File: src/rtl/fifo_drain_ctrl.sv
// Drain controller for two fill-counted FIFOs: picks a FIFO to offer to the AXI slave
// (full burst at threshold, partial burst on idle timeout), tracks the burst and raises irq.
module fifo_drain_ctrl #(
   parameter int unsigned DEPTH_W = 5,
   parameter int unsigned THRESH  = 16,
   parameter int unsigned TMO_W   = 10
) (
   input  logic               clk,
   input  logic               rst_n,
   input  logic               enable,
   input  logic [DEPTH_W-1:0] fifo1_count,
   input  logic [DEPTH_W-1:0] fifo2_count,
   input  logic               fifo_rd_en,
   input  logic               fifo_choose,
   input  logic               err_clr,
   output logic [7:0]         int_status,
   output logic               irq
);

   localparam logic [1:0] ST_IDLE  = 2'd0;
   localparam logic [1:0] ST_REQ   = 2'd1;
   localparam logic [1:0] ST_DRAIN = 2'd2;

   logic [1:0]       state;
   logic             grant;
   logic             valid;
   logic             partial;
   logic             err;
   logic [3:0]       len;
   logic [4:0]       beat_cnt;
   logic [TMO_W-1:0] tmo_cnt;
   logic             last_grant;

   logic             elig1, elig2, any_elig;
   logic             nonempty1, nonempty2, any_nonempty;
   logic             tmo_qual, fire_tmo;
   logic             start_grant;
   logic [DEPTH_W-1:0] start_cnt;
   logic [31:0]      start_cnt32;
   logic [3:0]       start_len;
   logic             busy, match_rd, bad_rd, done_txn;

   // Grant selection: threshold eligibility beats timeout; ties go to the FIFO not served last.
   always_comb begin
      elig1        = enable && (32'(fifo1_count) >= THRESH);
      elig2        = enable && (32'(fifo2_count) >= THRESH);
      any_elig     = elig1 || elig2;
      nonempty1    = (fifo1_count != '0);
      nonempty2    = (fifo2_count != '0);
      any_nonempty = nonempty1 || nonempty2;
      tmo_qual     = enable && any_nonempty && !any_elig;
      fire_tmo     = tmo_qual && (&tmo_cnt);

      start_grant = 1'b0;
      if (any_elig)
         start_grant = (elig1 && elig2) ? ~last_grant : elig2;
      else
         start_grant = (nonempty1 && nonempty2) ? ~last_grant : nonempty2;

      start_cnt   = start_grant ? fifo2_count : fifo1_count;
      start_cnt32 = 32'(start_cnt);
      start_len   = 4'd15;
      if (start_cnt32 < 32'd16)
         start_len = 4'(start_cnt32 - 32'd1);
   end

   // Read-strobe qualification; a completing beat is the one that makes the count reach len+1.
   always_comb begin
      busy     = (state != ST_IDLE);
      match_rd = fifo_rd_en && (fifo_choose == grant);
      bad_rd   = busy && fifo_rd_en && (fifo_choose != grant);
      done_txn = 1'b0;
      if (match_rd) begin
         if (state == ST_REQ)
            done_txn = enable && (len == 4'd0);
         else if (state == ST_DRAIN)
            done_txn = (beat_cnt == {1'b0, len});
      end
   end

   always_ff @(posedge clk or negedge rst_n) begin
      if (!rst_n) begin
         state      <= ST_IDLE;
         grant      <= 1'b0;
         valid      <= 1'b0;
         partial    <= 1'b0;
         err        <= 1'b0;
         len        <= 4'd0;
         beat_cnt   <= 5'd0;
         tmo_cnt    <= '0;
         last_grant <= 1'b1;
         irq        <= 1'b0;
      end else begin
         err <= (err & ~err_clr) | bad_rd;
         if (done_txn) begin
            state      <= ST_IDLE;
            valid      <= 1'b0;
            partial    <= 1'b0;
            len        <= 4'd0;
            beat_cnt   <= 5'd0;
            tmo_cnt    <= '0;
            last_grant <= grant;
            irq        <= 1'b0;
         end else begin
            case (state)
               ST_IDLE: begin
                  if (any_elig || fire_tmo) begin
                     state    <= ST_REQ;
                     grant    <= start_grant;
                     valid    <= 1'b1;
                     partial  <= ~any_elig;
                     len      <= start_len;
                     beat_cnt <= 5'd0;
                     tmo_cnt  <= '0;
                     irq      <= 1'b1;
                  end else if (tmo_qual) begin
                     tmo_cnt <= tmo_cnt + 1'b1;
                  end else begin
                     tmo_cnt <= '0;
                  end
               end
               ST_REQ: begin
                  // Losing enable withdraws the offer without crediting the FIFO as served.
                  if (!enable) begin
                     state   <= ST_IDLE;
                     valid   <= 1'b0;
                     partial <= 1'b0;
                     len     <= 4'd0;
                     irq     <= 1'b0;
                  end else if (match_rd) begin
                     state    <= ST_DRAIN;
                     beat_cnt <= 5'd1;
                     irq      <= 1'b0;
                  end
               end
               ST_DRAIN: begin
                  if (match_rd)
                     beat_cnt <= beat_cnt + 5'd1;
               end
               default: begin
                  state <= ST_IDLE;
                  valid <= 1'b0;
                  irq   <= 1'b0;
               end
            endcase
         end
      end
   end

   assign int_status = {len, err, partial, grant, valid};

endmodule

File: config.mk
export PLATFORM = sky130hd
export DESIGN_NAME = fifo_drain_ctrl
export DESIGN_NICKNAME = d
export VERILOG_FILES = /design/src/rtl/fifo_drain_ctrl.sv
export SDC_FILE = /design/constraint.sdc
export NUM_CORES = 1
export LEC_CHECK = 0
export CORE_ASPECT_RATIO = 2
export CORE_UTILIZATION = 55
export DETAILED_ROUTE_END_ITERATION = 7
export PLACE_DENSITY_LB_ADDON = 0.2
export SLEW_MARGIN = 15
export SYNTH_ARGS = -nofsm -noshare
export SYNTH_HDL_FRONTEND = slang
export SYNTH_SLANG_ARGS = --single-unit
File: constraint.sdc
create_clock -name clk -period 2.5 [get_ports clk]
set_input_delay 0.25 -clock clk [delete_from_list [all_inputs] [get_ports clk]]
set_output_delay 0.25 -clock clk [all_outputs]
set_load 0.01 [all_outputs]
==> impl_results.html <==
<table>
<tr><th>Metric</th><th>Value</th></tr>
<tr><th colspan="2">Global route</th></tr>
<tr><td>All-layer global routing usage</td><td>between 20% and 30%</td></tr>
<tr><td>Wire length of the first global-routing pass</td><td>between 8000 and 9000 um</td></tr>
<tr><td>Total gr overflow</td><td>0</td></tr>
<tr><td>Antenna violations before repair</td><td>0</td></tr>
<tr><td>Number of global-route vias before repair</td><td>roughly 1800</td></tr>
<tr><td>Pin count of the biggest net entering global routing</td><td>27</td></tr>
<tr><th colspan="2">Clock network</th></tr>
<tr><td>CTS H-Tree Depth</td><td>1</td></tr>
<tr><td>Clock buffer count from CTS</td><td>3</td></tr>
<tr><td>Clock Sinks</td><td>26</td></tr>
<tr><td>Number of buffers on the longest clock path</td><td>2</td></tr>
<tr><td>Clock root buffer master</td><td>clkbuf_8</td></tr>
<tr><td>TritonCTS clock tree</td><td>yes</td></tr>
<tr><td>Skew-Pair Late Insertion Delay</td><td>0.28 ns</td></tr>
<tr><td>Clock slew at reported path FFs</td><td>roughly 0.1 ns</td></tr>
<tr><th colspan="2">Cells and area</th></tr>
<tr><td>Antenna diodes</td><td>0</td></tr>
<tr><td>Total of fill cells in the finished design</td><td>between 200 and 250</td></tr>
<tr><td>Layout cells sized above 1</td><td>between 10% and 20%</td></tr>
<tr><td>Final instance count without filler cells</td><td>~290</td></tr>
<tr><td>Nets</td><td>approximately 280</td></tr>
<tr><td>Relative area change from synthesis to final layout</td><td>27.25%</td></tr>
<tr><th colspan="2">Power and ir drop</th></tr>
<tr><td>Max rail drop VDD</td><td>just over 0.7 mV</td></tr>
<tr><td>Gate power share</td><td>55.6%</td></tr>
<tr><td>Leakage power figure</td><td>1.070 nW</td></tr>
<tr><td>Design internal power</td><td>around 0.0014 W</td></tr>
<tr><td>Power spent charging and discharging nets</td><td>about 0.0009 W</td></tr>
<tr><td>Part of the power in the clock network</td><td>15.7%</td></tr>
<tr><td>Switching Fraction</td><td>about 40%</td></tr>
<tr><td>Power density over the cells</td><td>approximately 940 mW/mm^2</td></tr>
<tr><td>Share of total power in sequential cells</td><td>approximately 29%</td></tr>
<tr><th colspan="2">Run status</th></tr>
<tr><td>Failing checks</td><td>design-rule violations</td></tr>
<tr><td>Result of the run</td><td>finished with violations</td></tr>
<tr><th colspan="2">Synthesis</th></tr>
<tr><td>Number of enable-type register cells in the synthesized netlist</td><td>0</td></tr>
<tr><td>#FFs+latches synth</td><td>26</td></tr>
<tr><td>Part of the Yosys area used for sequential elements</td><td>about a third</td></tr>
<tr><td>Most frequent cell after synthesis</td><td>dfrtp_1</td></tr>
<tr><td>Leading register cell type out of synthesis</td><td>dfrtp_1</td></tr>
<tr><td>Async set-or-reset flop fraction in the synthesized netlist</td><td>100.0%</td></tr>
<tr><td>Top post-synthesis cells by count</td><td>dfrtp_1, nand2_1, o21ai_0, inv_1, nand3_1</td></tr>
<tr><td>Syn_nets</td><td>around 240</td></tr>
<tr><td>Cell taking the most area after synthesis</td><td>dfrtp_1</td></tr>
<tr><td>Mean post-synth cell area</td><td>8.817 um^2</td></tr>
<tr><td>Synthesized area</td><td>~0.0019 mm^2</td></tr>
<tr><td>Post-synth cell types</td><td>52</td></tr>
<tr><td>Cells after synthesis</td><td>~210</td></tr>
<tr><td>Dominant cells by area after synthesis</td><td>dfrtp_1, o21ai_0, nand2_1</td></tr>
<tr><td>Share of the synthesized area in the top cell type</td><td>around a third</td></tr>
<tr><td>Yosys Warn Count</td><td>0</td></tr>
<tr><th colspan="2">Critical path</th></tr>
<tr><td>Max incr delay on CP</td><td>between 0.5 and 0.6 ns</td></tr>
<tr><td>Worst setup EP type</td><td>flop</td></tr>
<tr><td>Slowest stage cell, crit path</td><td>or4_4</td></tr>
<tr><td>Reg-to-reg startpoint</td><td>tmo_cnt[0]$_DFFE_PN0P_</td></tr>
<tr><td>Endpoint of the lowest-slack register-to-register path</td><td>grant$_DFFE_PN0P_</td></tr>
<tr><td>Slack of the worst reg-to-reg path</td><td>around 0.1 ns</td></tr>
<tr><td>Kind of launch point of the worst setup path</td><td>input pin</td></tr>
<tr><td>Largest fanout on the critical path</td><td>4</td></tr>
<tr><td>Cell depth of the worst flop-to-flop path</td><td>7</td></tr>
<tr><td>Critical path data required time</td><td>2.70 ns</td></tr>
<tr><td>Type of the worst setup path</td><td>in -&gt; reg</td></tr>
<tr><td>Cells traversed along the worst timing path</td><td>clkdlybuf4s50_1 &gt; or4_4 &gt; nand3_2 &gt; nand3_1 &gt; mux2i_1 &gt; ha_2 &gt; nand2_1 &gt; mux2_2 &gt; and3_1 &gt; o2bb2ai_1</td></tr>
<tr><td>Arrival time at the worst endpoint</td><td>2.60 ns</td></tr>
<tr><th colspan="2">Floorplan</th></tr>
<tr><td>DIE AREA</td><td>~0.0037 mm^2</td></tr>
<tr><td>Top-level I/O count</td><td>25</td></tr>
<tr><td>Area inside the core boundary</td><td>~0.0032 mm^2</td></tr>
<tr><td>Starting Density</td><td>58.16%</td></tr>
<tr><td>Std cell rows</td><td>29</td></tr>
<tr><td>Chip Height</td><td>about 85 um</td></tr>
<tr><td>Die Span X</td><td>approximately 43 um</td></tr>
<tr><th colspan="2">Route</th></tr>
<tr><td>Antenna violation net count after detailed routing</td><td>0</td></tr>
<tr><td>Via density per instance</td><td>6.372</td></tr>
<tr><td>Pre-Repair DR Iteration Count</td><td>6</td></tr>
<tr><td>Iteration-0 DRC count of the detailed router</td><td>61</td></tr>
<tr><td>DR DRC count</td><td>2</td></tr>
<tr><td>Final Routed Wirelength</td><td>around 4900 um</td></tr>
<tr><td>Routed length per placed instance</td><td>approximately 17 um</td></tr>
<tr><td>Via count of the routed design</td><td>between 1500 and 2000</td></tr>
<tr><th colspan="2">Job</th></tr>
<tr><td>Maximum Capacitance Violations</td><td>0</td></tr>
<tr><th colspan="2">Timing</th></tr>
<tr><td>Fin Clk Skew</td><td>approximately 0.0093 ns</td></tr>
<tr><td>Final Hold Slack</td><td>around 0.34 ns</td></tr>
<tr><td>Final setup violation count</td><td>0</td></tr>
<tr><td>Post-route fraction of the period consumed by the critical path</td><td>between 90% and 100%</td></tr>
<tr><td>Upper clock frequency limit</td><td>about 420 MHz</td></tr>
<tr><td>Least setup slack across all paths after layout</td><td>~0.1 ns</td></tr>
<tr><td>Worst slew slack as a fraction of its limit</td><td>between 60% and 70%</td></tr>
<tr><td>Measured slew at the worst slew-check pin</td><td>0.5788 ns</td></tr>
<tr><td>Slew Limit Fails</td><td>0</td></tr>
<tr><td>Hold Violations, Final</td><td>0</td></tr>
<tr><td>Minimum clock period</td><td>between 2 and 2.5 ns</td></tr>
<tr><th colspan="2">Place</th></tr>
<tr><td>Final RePlAce weighted congestion</td><td>0.8674</td></tr>
<tr><td>I/O Buffers</td><td>24</td></tr>
<tr><td>Hpwl dp</td><td>~3800 um</td></tr>
<tr><td>Total placed cells including tap cells</td><td>284</td></tr>
<tr><td>Setup Slack @ Placement</td><td>-0.2032 ns</td></tr>
<tr><th colspan="2">Hold path</th></tr>
<tr><td>Worst min-delay path category</td><td>in -&gt; async</td></tr>
</table>
[per-stage QoR]
| step | TNS [ns] | instance area (um^2) | util, % | power [W] |
|---|---|---|---|---|
| 2_1_floorplan | 0 | 1878 | - | 0.001414 |
| 3_3_place_gp | -0.2831 | 2300 | 71.21 | 0.001808 |
| 3_5_place_dp | -0.7533 | 2300 | 71.21 | 0.001867 |
| 4_1_cts | 0 | 2371 | 73.42 | 0.002222 |
| 5_1_grt | -0.007132 | 2390 | 74.00 | 0.002384 |
| 6_report | 0 | 2390 | 74.00 | 0.002255 |
[flip-flops by register name, indices dropped and copies added, names as in the netlist, 2 cells and up]
name      count
beat_cnt      5
tmo_cnt      10
len           4
state         2
[layout by cell type, fill, tap and decap left out, types with 5 or more instances in the layout]
cell type	synthesis	routed
xnor2_1	5	5
inv_1	13	13
o21ai_0	19	19
a21o_1	6	6
nor2_1	10	10
nor4_1	7	7
nand3_1	13	12
clkdlybuf4s50_1	0	24
nand2_1	24	24
buf_4	4	27
and3_1	5	5
ha_1	7	6
dfrtp_1	25	25
[how the worst max path moves through the flow]
stage / from / slack, ns / cells after the start / end
floorplan: tmo_cnt[0]$_DFFE_PN0P_ / 0.27 / 7 / partial$_DFFE_PN0P_
global placement: fifo1_count[0] / -0.09 / 10 / len[2]$_DFFE_PN0P_
detailed placement: fifo1_count[0] / -0.20 / 10 / len[2]$_DFFE_PN0P_
CTS: fifo1_count[0] / 0.07 / 10 / len[2]$_DFFE_PN0P_
global route: tmo_cnt[0]$_DFFE_PN0P_ / -0.006 / 8 / len[0]$_DFFE_PN0P_
finish: fifo1_count[0] / 0.1 / 10 / len[2]$_DFFE_PN0P_
[metal layers]
layer / vias to the layer above / GRT usage [%] / wire (um)
met5: - / 0 / 0
met4: 0 / 11.08 / 95
met3: 9 / 1.075 / 102
met2: 43 / 56.61 / 2886
met1: 922 / 27.76 / 1792
li1: 861 / - / -
[worst max-delay path, delay by kind of cell]
| family | cells | cell delay, ns |
|---|---|---|
| AO/OA/AOI/OAI | 1 | 0.12 |
| AND/OR/NAND/NOR | 5 | 1.06 |
| multiplexers | 2 | 0.49 |
| adder cells (fa/ha/maj) | 1 | 0.24 |
| buffers and inverters | 1 | 0.42 |
[cell type report]
cell class / count / area [um^2] / share of cell area [%]
Timing Repair Buffer: 51 / 442.9 / 18.53
Multi-Input combinational cell: 163 / 1136 / 47.54
Clock buffer: 3 / 41.29 / 1.728
Inverter: 13 / 48.80 / 2.042
Clock inverter: 1 / 30.03 / 1.257
Sequential cell: 26 / 651.9 / 27.28
Tap cell: 31 / 38.79 / 1.623
[power groups by stage]
stage,clock [W],sequential [W],combinational (W)
after detailed placement,0,0.000651,0.00122
final,0.000354,0.000646,0.00126
after CTS,0.000354,0.000644,0.00122
after global routing,0.000368,0.000660,0.00136
after floorplan,0,0.000636,0.000779
after global placement,0,0.000644,0.00116
[logic make-up (layout without fill, tap and decap cells)]
group                      count (synthesis)  in the layout  share of synthesized area (%)
adders and majority gates                  7              7                          4.663
AOI/OAI and AO/OA                         56             56                          22.39
xor gates and xnor gates                   7              7                          3.265
and+or+nand+nor                           86             86                          24.92
buffers and inverters                     24             68                          5.796
DFF                                       26             26                          34.71
muxes                                      7              7                          4.263
[what timing repair did]
action	CTS	global route
setup endpoints to repair	0	4
resized for setup	0	4
hold buffers	0	0
setup buffers	0	0
No activity file was read; power rests on OpenSTA's default activity.
==> RTL change 1: new RTL, same settings <==
Register the output `int_status`, cleared by the reset; this adds one clock of latency there. The other outputs are not delayed to match.
--- a/src/rtl/fifo_drain_ctrl.sv
+++ b/src/rtl/fifo_drain_ctrl.sv
@@ -147,7 +147,13 @@
       end
    end
 
-   assign int_status = {len, err, partial, grant, valid};
+   always_ff @(posedge clk or negedge rst_n) begin
+      if (!rst_n) begin
+         int_status <= '0;
+      end else begin
+         int_status <= {len, err, partial, grant, valid};
+      end
+   end
 
 endmodule
 
Function: changed (Yosys sat finds a counterexample within 4 cycles, from zero or initial values and one cycle with rst_n low).
==> RTL change 1 against the original RTL <==
  * Core utilization fell by 1.5 points
  * First-iteration DRC count increased by 18%
  * Sequential cell count is 8 higher
  * Power is 0.20% higher
  * Sequential share of layout area rose by 9.5 points
  * Design area is 3.1% lower
  * Routed wire length is 4.9% lower
  * Synthesized area fell by 0.93%
  * Setup slack better by 0.072 ns
  * Critical endpoint is now partial$_DFFE_PN0P_
==> RTL change 1: results (changes against the original RTL) <==
status:
  status: "finished, final reports clean"
clock_tree:
  cts_buffer_depth: 2  # unchanged
  postCtsSetupBuffers: 0  # unchanged
  clk_pin_slew_ns: 0.07  # -0.03 ns
  root_buffer: "clkbuf_8"
  cts_buffers: 5  # +2
  h-tree-depth: 2  # +1
place:
  post-place-ws_ns: -0.0201  # +0.183 ns
  gp_congestion: 0.936  # +7.9%
  place_hpwl_mm: 3.52  # -7.4%
global_routing:
  grt_usage_pct: 28.5  # +0.35 points
  grt_pass1_wl_mm: 8.00  # -0.60%
  grt_max_degree: 35  # +30%
  antenna_found_initial: 0  # unchanged
  first_global_vias: 1764  # -2.7%
sta:
  clock_skew_ns: 0.00441  # -0.00489 ns
  min_period_ns: 2.33  # -0.0725 ns
  timing.hold.ws_ns: 0.377  # +0.0423 ns
  max-slew-margin-rel_pct: 58.4  # -2.6 points
worst_setup_path:
  rr_worst_depth: 8  # +1
  rr_startpoint: "state[1]$_DFFE_PN0P_"
  crit_end: "partial$_DFFE_PN0P_"
  critPathMaxFanout: 5  # +1
  critPathArrivalTime_ns: 2.49  # -0.11 ns
  crit_type: "flip-flop to flip-flop"
logic_synthesis:
  seq_area_frac_synth_pct: 45.8  # +11 points
  yosys-top-cells-count: "33 x dfrtp_1, 17 x nand2_1, 15 x inv_1, 13 x nand3_1, 13 x o21ai_0"
  synth.distinct_cells: 44  # -15%
  synth_nets: 218  # -7.6%
  async_flop_share_pct: 100  # unchanged
  netlist_top_cells_area: "dfrtp_1 44%, ha_1 4.7%, nand3_1 3.5%, o21ai_0 3.5%, nand2_1 3.4%"
final_layout:
  nFillCells: 244  # +0.41%
  top_regs: "tmo_cnt (10), int_status (8), beat_cnt (5)"
  drive_gt1_share_pct: 12.2  # -7.3 points
  fin_nets: 260  # -7.5%
  n_antenna_cell: 0  # unchanged
job:
  maxCapViolCount: 0  # unchanged
detailed_routing:
  drtIter0Drc: 72  # +18%
  dr.max_layer_used: "met4"
  dr_wl_met2_mm: 2.72  # -5.9%
  m1WireLength_mm: 1.61  # -10%
  dr.pass1.iters: 5  # -1
  wl_met3_um: 175  # +72%
  routed_wirelength_mm: 4.64  # -4.9%
  viasPerCell: 6.24  # -2.0%
pwr:
  p_leak_nw: 0.985  # -7.9%
  peakVddDrop_v: 0.000695  # -2.6%
min_path:
  hp-class: "primary input to async pin"
-- RTL change 1: kinds of logic after synthesis --
logic type	synth area share, %
and+or+nand+nor	18.2
adders and majority gates	4.71
buffers and inverters	4.10
xor gates and xnor gates	3.77
DFF	45.8
muxes	4.24
AOI/OAI and AO/OA	19.2
-- RTL change 1: stage by stage --
step / std cells / area [sq um] / util, % / power (mW)
2_1_floorplan: 195 / 1860 / - / 1.43
3_3_place_gp: 261 / 2220 / 69.7 / 1.78
3_5_place_dp: 261 / 2220 / 69.7 / 1.84
4_1_cts: 269 / 2320 / 72.5 / 2.26
5_1_grt: 269 / 2320 / 72.5 / 2.40
6_report: 269 / 2320 / 72.5 / 2.26
-- RTL change 1: critical path, cell delays in order, from the launching register on --
cell	delay [ns]
dfrtp_1	0.39
inv_1	0.08
ha_1	0.25
inv_1	0.12
nand4_1	0.12
o21ai_0	0.39
a21oi_1	0.17
a211o_1	0.40
a22o_1	0.28
-- RTL change 1: final cells by class --
class,instances,area share (%)
clock buffers,7,3.73
clock inverters,1,0.216
repair buffers,38,14.9
well taps,31,1.67
flip-flops and latches,34,36.8
multi-input cells,143,40.2
inverters,15,2.43
-- RTL change 1: routing by layer --
metal  global-route usage (%)  up-vias
met5                        0        -
met4                     11.0        0
met3                     4.30       12
met2                     53.5       52
met1                     29.9      818
li1                         -      797
-- RTL change 1: power breakdown --
| part | total (mW) | internal [mW] | switching [mW] |
|---|---|---|---|
| sequential | 0.834 | 0.704 | 0.130 |
| combinational | 1.02 | 0.488 | 0.529 |
| clock | 0.409 | 0.222 | 0.187 |
==> RTL change 2: new RTL, same flow settings <==
Without the edit above. The parameter `THRESH` goes from 16 to 12.
--- a/src/rtl/fifo_drain_ctrl.sv
+++ b/src/rtl/fifo_drain_ctrl.sv
@@ -2,7 +2,7 @@
 // (full burst at threshold, partial burst on idle timeout), tracks the burst and raises irq.
 module fifo_drain_ctrl #(
    parameter int unsigned DEPTH_W = 5,
-   parameter int unsigned THRESH  = 16,
+   parameter int unsigned THRESH  = 12,
    parameter int unsigned TMO_W   = 10
 ) (
    input  logic               clk,
Function: changed (a bounded check fails within 4 cycles, from zero or initial values and one cycle with rst_n low).
==> RTL change 2 against the original RTL <==
  * The flow still finishes with violations (design-rule violations)
  * Critical path depth down 3
  * Combinational power is 5% lower
  * Synthesized cell count down 5.6%
  * Setup slack improved by 0.11 ns
  * Sequential cell count stayed put
  * Synthesized area increased by 1.5%
  * Via count is 5.9% lower
  * Routed wire length is 5.4% lower
  * Power down 2.7%
  * Clock skew decreased by 0.0053 ns
  * Design area down 3.4%
  * Critical endpoint is now beat_cnt[0]$_DFFE_PN0P_
==> RTL change 2: results (changes against the original RTL) <==
pwr:
  p_sw_share_pct: 40.4  # +0.28 points
  p_leak_nw: 1.02  # -4.7%
  peakVddDrop_v: 0.000635  # -11%
place:
  placed_cells: 262  # -7.7%
  gp_congestion: 0.868  # about the same
  place_hpwl_mm: 3.57  # -6.3%
final_layout:
  finalNonFillerCells: 266  # -7.6%
  top_regs: "tmo_cnt (10), beat_cnt (5), len (4)"
  drive_gt1_share_pct: 15.7  # -3.7 points
  nFillCells: 239  # -1.6%
detailed_routing:
  vias: 1727  # -5.9%
  drtIter0Drc: 63  # +3.3%
  routed_wirelength_mm: 4.61  # -5.4%
  dr.pass1.iters: 6  # unchanged
  drc_errors: 4  # +2
global_routing:
  grt_pass1_wl_mm: 7.89  # -1.9%
  first_global_vias: 1786  # -1.5%
  grt_max_degree: 27  # unchanged
  grt_usage_pct: 27.6  # -0.50 points
logic_synthesis:
  synthCells: 201  # -5.6%
  synth_nets: 224  # -5.1%
  yosys-top-cells-count: "25 x dfrtp_1, 18 x inv_1, 13 x nand2_1, 12 x nor2_1"
  seq_area_frac_synth_pct: 34.2  # -0.52 points
  synth.distinct_cells: 56  # +7.7%
  synthFlopType: "dfrtp_1"
  netlist_top_cells_area: "dfrtp_1 33%, ha_1 4.6%, xnor2_1 3.7%, inv_1 3.5%, o32ai_2 3.4%"
worst_setup_path:
  cp-startpoint: "state[1]$_DFFE_PN0P_"
  critPathMaxFanout: 7  # +3
  ff2ff_setup_slack_ns: 0.21  # +0.11 ns
  critPathArrivalTime_ns: 2.44  # -0.16 ns
clock_tree:
  clock_latency_ns: 0.28  # about the same
  postCtsSetupBuffers: 0  # unchanged
  postCtsResizedCells: 0  # unchanged
  cts_buffers: 3  # unchanged
sta:
  max-slew-margin-rel_pct: 63.6  # +2.5 points
  clock_skew_ns: 0.00395  # -0.00534 ns
status:
  violations: "design-rule violations"
  status: "complete, but fails checks"
min_path:
  hp-class: "primary input to async pin"
RTL change 2: metrics by stage:
step           instance area [sq um]  hold slack [ns]  TNS [ns]  setup slack, ns
4_1_cts                         2310            0.347         0            0.207
3_3_place_gp                    2240            0.495         0           0.0377
6_report                        2310            0.332         0            0.212
5_1_grt                         2310            0.364         0           0.0683
2_1_floorplan                   1910          -0.0456         0            0.415
3_5_place_dp                    2240            0.503   -0.0980          -0.0793
RTL change 2: worst paths after layout:
kind                                           end  cells after the start
min in group clk                 valid$_DFFE_PN0P_                      1
max reg2reg                beat_cnt[0]$_DFFE_PN0P_                      7
min                        beat_cnt[3]$_DFFE_PN0P_                      2
max in group asynchronous   last_grant$_DFFE_PN1N_                      2
max                        beat_cnt[0]$_DFFE_PN0P_                      7
min reg2reg                      valid$_DFFE_PN0P_                      1
RTL change 2: logic make-up (layout without fill, tap and decap cells):
group                      after synthesis  count (layout)  share of synthesized area, %
AOI/OAI and AO/OA                       58              58                          26.0
DFF                                     26              26                          34.2
buffers and inverters                   26              60                          6.30
and+or+nand+nor                         68              68                          20.5
xor gates and xnor gates                10              10                          4.99
adders and majority gates                7               7                          4.59
muxes                                    6               6                          3.35
RTL change 2: critical path: stages (launching register included):
cell and delay, ns:
dfrtp_1 0.43, inv_1 0.09, ha_1 0.29, and2_1 0.25, nand2_1 0.12, o221ai_2 0.38
o21a_1 0.25, mux2_1 0.36
RTL change 2: power groups by stage:
stage | Sequential, mW | Clock, mW | Combinational (mW)
after CTS | 0.636 | 0.353 | 1.20
after global placement | 0.636 | 0 | 1.15
after detailed placement | 0.644 | 0 | 1.19
final | 0.638 | 0.353 | 1.20
after global routing | 0.651 | 0.372 | 1.31
after floorplan | 0.633 | 0 | 0.810
RTL change 2: final cells by class:
class	instances	area (sq um)	share of cell area, %
clock buffer	3	41.3	1.79
clock inverter	1	30.0	1.30
inverter	18	67.6	2.93
multi-input combinational	149	1130	49.1
sequential	26	652	28.2
tap	31	38.8	1.68
timing repair buffer	38	345	15.0
RTL change 2: layer usage:
layer  global-route usage [%]  share of wire (%)  vias to the layer above
li1                         -                  -                      820
met1                     31.0                 38                      848
met2                     50.2                 57                       48
met3                     2.34                2.6                       11
met4                     12.2                2.6                        0
met5                        0                  0                        -
